$ cat config.mk
export PLATFORM = sky130hd
export DESIGN_NAME = mem_bus_arbiter
export DESIGN_NICKNAME = d
export VERILOG_FILES = /design/src/rtl/mem_bus_arbiter.sv
export SDC_FILE = /design/constraint.sdc
export NUM_CORES = 1
export LEC_CHECK = 0
export CAP_MARGIN = 20
export CELL_PAD_IN_SITES_DETAIL_PLACEMENT = 0
export CELL_PAD_IN_SITES_GLOBAL_PLACEMENT = 1
export CORE_MARGIN = 10
export CORE_UTILIZATION = 30
export DETAILED_ROUTE_END_ITERATION = 6
export PLACE_DENSITY_LB_ADDON = 0.1
export SLEW_MARGIN = 10
export SYNTH_ARGS = -nofsm -noshare
export SYNTH_HDL_FRONTEND = slang
export SYNTH_SLANG_ARGS = --single-unit
$ cat constraint.sdc
create_clock -name clk -period 9.1 [get_ports clk]
set_input_delay 1.365 -clock clk [delete_from_list [all_inputs] [get_ports clk]]
set_output_delay 1.365 -clock clk [all_outputs]
set_load 0.02 [all_outputs]
$ cat src/rtl/mem_bus_arbiter.sv
// Merges the instruction-fetch and data request channels onto one single-beat memory bus.
// Data wins arbitration, except that a waiting fetch is granted after STARVE_LIMIT data grants in a row.
module mem_bus_arbiter #(
  parameter int unsigned STARVE_LIMIT = 4,
  parameter int unsigned TIMEOUT      = 1023
) (
  input  logic        clk,
  input  logic        reset,
  input  logic        ireq_valid,
  input  logic [63:0] ireq_addr,
  output logic        iresp_addr_ok,
  output logic        iresp_data_ok,
  output logic [31:0] iresp_data,
  input  logic        dreq_valid,
  input  logic [63:0] dreq_addr,
  input  logic [2:0]  dreq_size,
  input  logic [7:0]  dreq_strobe,
  input  logic [63:0] dreq_data,
  output logic        dresp_addr_ok,
  output logic        dresp_data_ok,
  output logic [63:0] dresp_data,
  output logic        creq_valid,
  output logic        creq_is_write,
  output logic [2:0]  creq_size,
  output logic [63:0] creq_addr,
  output logic [7:0]  creq_strobe,
  output logic [63:0] creq_data,
  input  logic        cresp_ready,
  input  logic        cresp_last,
  input  logic [63:0] cresp_data,
  output logic        err_timeout
);

  localparam int unsigned STARVE_W = (STARVE_LIMIT < 1) ? 1 : $clog2(STARVE_LIMIT + 1);
  localparam int unsigned WAIT_W   = $clog2(TIMEOUT + 2);

  typedef enum logic [1:0] {
    IDLE    = 2'd0,
    GRANT_I = 2'd1,
    GRANT_D = 2'd2,
    RESP    = 2'd3
  } state_t;

  state_t              state;
  logic [STARVE_W-1:0] starve_cnt;
  logic [WAIT_W-1:0]   wait_cnt;
  logic                lane_hi;

  logic                starve_hit_c;
  logic                timeout_hit_c;
  logic                beat_done_c;
  logic [63:0]         rdata_c;

  // A forced completion returns zero data in place of the memory beat.
  always_comb begin
    starve_hit_c  = (starve_cnt == STARVE_W'(STARVE_LIMIT));
    timeout_hit_c = (TIMEOUT != 0) && (wait_cnt == WAIT_W'(TIMEOUT));
    beat_done_c   = cresp_ready && cresp_last;
    rdata_c       = beat_done_c ? cresp_data : 64'h0;
  end

  always_ff @(posedge clk or posedge reset) begin
    if (reset) begin
      state         <= IDLE;
      starve_cnt    <= '0;
      wait_cnt      <= '0;
      lane_hi       <= 1'b0;
      creq_valid    <= 1'b0;
      creq_is_write <= 1'b0;
      creq_size     <= 3'd0;
      creq_addr     <= 64'h0;
      creq_strobe   <= 8'h0;
      creq_data     <= 64'h0;
      iresp_addr_ok <= 1'b0;
      iresp_data_ok <= 1'b0;
      iresp_data    <= 32'h0;
      dresp_addr_ok <= 1'b0;
      dresp_data_ok <= 1'b0;
      dresp_data    <= 64'h0;
      err_timeout   <= 1'b0;
    end else begin
      iresp_addr_ok <= 1'b0;
      iresp_data_ok <= 1'b0;
      dresp_addr_ok <= 1'b0;
      dresp_data_ok <= 1'b0;
      err_timeout   <= 1'b0;

      unique case (state)
        IDLE: begin
          wait_cnt <= '0;
          if (dreq_valid && !(ireq_valid && starve_hit_c)) begin
            creq_valid    <= 1'b1;
            creq_is_write <= |dreq_strobe;
            creq_size     <= dreq_size;
            creq_addr     <= dreq_addr;
            creq_strobe   <= dreq_strobe;
            creq_data     <= dreq_data;
            if (ireq_valid && !starve_hit_c) begin
              starve_cnt <= starve_cnt + STARVE_W'(1);
            end
            state <= GRANT_D;
          end else if (ireq_valid) begin
            // Fetches are always full aligned doublewords; addr[2] picks the lane on return.
            creq_valid    <= 1'b1;
            creq_is_write <= 1'b0;
            creq_size     <= 3'd3;
            creq_addr     <= ireq_addr & ~64'h7;
            creq_strobe   <= 8'h0;
            creq_data     <= 64'h0;
            lane_hi       <= ireq_addr[2];
            starve_cnt    <= '0;
            state         <= GRANT_I;
          end
        end

        GRANT_I, GRANT_D: begin
          wait_cnt <= wait_cnt + WAIT_W'(1);
          if (beat_done_c || timeout_hit_c) begin
            creq_valid  <= 1'b0;
            err_timeout <= !beat_done_c;
            if (state == GRANT_I) begin
              iresp_addr_ok <= 1'b1;
              iresp_data_ok <= 1'b1;
              iresp_data    <= lane_hi ? rdata_c[63:32] : rdata_c[31:0];
            end else begin
              dresp_addr_ok <= 1'b1;
              dresp_data_ok <= 1'b1;
              dresp_data    <= rdata_c;
            end
            state <= RESP;
          end
        end

        RESP: begin
          wait_cnt <= '0;
          state    <= IDLE;
        end

        default: state <= IDLE;
      endcase
    end
  end

endmodule

==> out/metrics.yaml <==
r2r_setup_slack_ns: 6.18
numPortBuffers: 512
postCtsSetupRepairBufs: 0
ir_drop_mv: 0.1636
synth_top_area_share_pct: 61.40
synthDistinctLibCells: 34
hold_buffers: 0
clock-sinks: 257
wl_per_cell_um: 23.91
critPathArrivalTime_ns: 4.19
cts.clk_slew.worst_paths_ns: 0.06
first_pass_iters: 4
holdCritStartpoint: "wait_cnt[0]"
startpoint_type: "input pin"
slew_viol_final: 0
grt_max_degree: 115
synth_area_um2: 10470
finalNonFillerCells: 1855
critical_path.startpoint: "ireq_valid"
hp-class: "reg2reg"
via_per_inst: 4.767
worst_skew_pair.late_latency_ns: 0.54
period_minus_slack_ns: 3.815
max_freq_mhz: 262.1
cts_max_level: 1
rows: 68
cts_buffers: 29
cts_tree: "yes"
first_iter_violations: 358
routed_wl_um: 44350
skew_ns: 0.009780
critPathMaxFanout: 62
path_class: "in2reg"
grtUsageTotal_pct: 19.67
layout-drive-gt1-share_pct: 4.789
seq_area_frac_synth_pct: 61.40
cp_data_required_time_ns: 9.48
rsz0062_at_grt: "no"
setup_viol: 0
status: "completed"
dpl.hpwl_um: 32780
p_leak_uw: 0.007446
drv_cap: 0
grt_pass1_vias: 9423
place_congestion: 0.8153
ff2ff_path_depth: 7
overflow: 0
power_density_nw_per_um2: 356.4
tightest_slew_ns: 1.012
min_period_over_period_pct: 41.92
synth_nets: 1174
cts_buffer_depth: 3
die_y_um: 206.9
r2r-end: "creq_addr[60]"
num_vias: 8843
endpoint_kind: "flip-flop"
synth_area_leaders: "dfrtp_1 61%, mux2i_1 9.2%, a22o_1 7.9%"
io_pins: 515
ant_nets: 0
drc_errors: 0
holdPathStages: 1
finalSetupTns_ns: 0
grt_pass1_wl_um: 64060
start_util_pct: 30.40
place_area_um2: 15960
syn_inst: 896
antenna_found_initial: 2
r2r-start: "starve_cnt[0]"
syn_area_per_cell_um2: 11.69
area_delta_synth_final_pct: 61.40
synth_top_area_cell: "dfrtp_1"
placed_cells: 1805
cts_resized: 0
dieWidth_um: 206.9
design_area_um2: 16910
nNetsFinal: 1660
filler_cell_count: 3195
hold_viol: 0
synth_seq_cells: 257
slew-limit-headroom_pct: 32.51
cts_root_buf: "clkbuf_16"
yosysWarnings: 0
die_area_um2: 42790
hold_path_end: "wait_cnt[0]"
core_area_um2: 34460
-- kinds of logic after synthesis --
kind of cell | after synthesis | synth area share [%]
adder cells (fa/ha/maj) | 5 | 0.5973
AND/OR/NAND/NOR | 199 | 7.801
AO/OA/AOI/OAI | 250 | 16.69
multiplexers | 97 | 9.282
buffers and inverters | 80 | 3.560
XOR/XNOR | 8 | 0.6690
flip-flops | 257 | 61.40
-- cells in the final DEF, fill, tap and decap left out, types with 3 or more instances in the layout --
| cell type | netlist | layout |
|---|---|---|
| a21oi_1 | 4 | 4 |
| a22o_1 | 95 | 95 |
| buf_4 | 3 | 12 |
| clkbuf_1 | 38 | 5 |
| clkbuf_16 | 0 | 29 |
| clkbuf_8 | 0 | 8 |
| clkdlybuf4s50_1 | 0 | 512 |
| clkinv_2 | 0 | 4 |
| dfrtp_1 | 257 | 256 |
| ha_1 | 5 | 5 |
| inv_1 | 9 | 8 |
| mux2i_1 | 96 | 96 |
| nand2_1 | 164 | 163 |
| nand3_1 | 7 | 7 |
| nor2_1 | 13 | 11 |
| nor3_1 | 3 | 3 |
| o21ai_0 | 105 | 105 |
| o21ai_1 | 7 | 7 |
| o2bb2ai_1 | 32 | 32 |
| xor2_1 | 6 | 6 |
-- power by group --
| group | internal (uW) | switching [uW] | leakage (uW) |
|---|---|---|---|
| Clock | 671 | 464 | 0.000451 |
| Sequential | 1650 | 270 | 0.00328 |
| Combinational | 1360 | 1620 | 0.00372 |
-- area by class of cell --
| class | instances | area, um^2 | area share, % |
|---|---|---|---|
| antenna | 1 | 2.502 | 0.01480 |
| clock buffer | 42 | 854.6 | 5.055 |
| clock inverter | 6 | 57.56 | 0.3405 |
| inverter | 10 | 45.04 | 0.2664 |
| multi-input combinational | 559 | 3701 | 21.89 |
| sequential | 257 | 6432 | 38.05 |
| tap | 455 | 569.3 | 3.368 |
| timing repair buffer | 525 | 5243 | 31.01 |
-- metal layers --
metal  global-route usage, %  vias to the layer above  routed length (um)
met1                   22.92                     4309               17210
met2                   33.02                      342               21410
met5                       0                        -                  15
met4                   4.140                        2                 837
met3                   8.521                       45                4885
li1                        -                     4145                   -
-- cells in the mapped netlist, drive strengths merged --
library cell / number
dfrtp: 257
nand2: 164
o21ai: 113
mux2i: 96
a22o: 95
clkbuf: 38
buf: 32
o2bb2ai: 32
nor2: 13
inv: 10
nand3: 7
xor2: 6
ha: 5
a21oi: 4
a21o: 3
and4: 3
nor3: 3
and3: 2
nand4: 2
nor4: 2
o22a: 2
xnor2: 2
a31oi: 1
and2: 1
mux2: 1
nand2b: 1
nand4b: 1
-- through the flow --
stage	worst slack [ns]	hold WS, ns	power [uW]	util (%)
3_5_place_dp	4.676	0.4653	4944	46.33
4_1_cts	5.241	0.4730	6118	48.97
3_3_place_gp	4.682	0.4627	4925	46.33
6_report	5.285	0.4709	6026	49.06
5_1_grt	5.072	0.4988	6391	49.05
2_1_floorplan	0.6649	0.4307	3407	-
-- sequential cells by signal (all words and copies together) (netlist names) --
| register | count |
|---|---|
| creq_addr | 64 |
| creq_data | 64 |
| dresp_data | 64 |
| iresp_data | 32 |
| wait_cnt | 11 |
| creq_strobe | 8 |
| creq_size | 3 |
| starve_cnt | 3 |
| state | 2 |
| creq_is_write | 1 |
| creq_valid | 1 |
| dresp_data_ok | 1 |
| err_timeout | 1 |
| iresp_data_ok | 1 |
| lane_hi | 1 |
-- worst max-delay path by stage --
stage	endpoint	slack (ns)	cells past startpoint
final	creq_addr[60]	5.29	6
after global routing	creq_addr[60]	5.07	6
after CTS	creq_addr[33]	5.24	5
after detailed placement	creq_addr[33]	4.68	5
after global placement	creq_addr[62]	4.68	6
after floorplan	creq_addr[0]	0.66	1
-- critical path, cell delays in order --
cell and delay (ns):
clkdlybuf4s50_1 0.62, nand3_1 0.24, nand2_4 0.51, buf_4 0.86
mux2i_1 0.39, o21ai_0 0.11
Note: power is estimated with default switching activity, not from simulation.
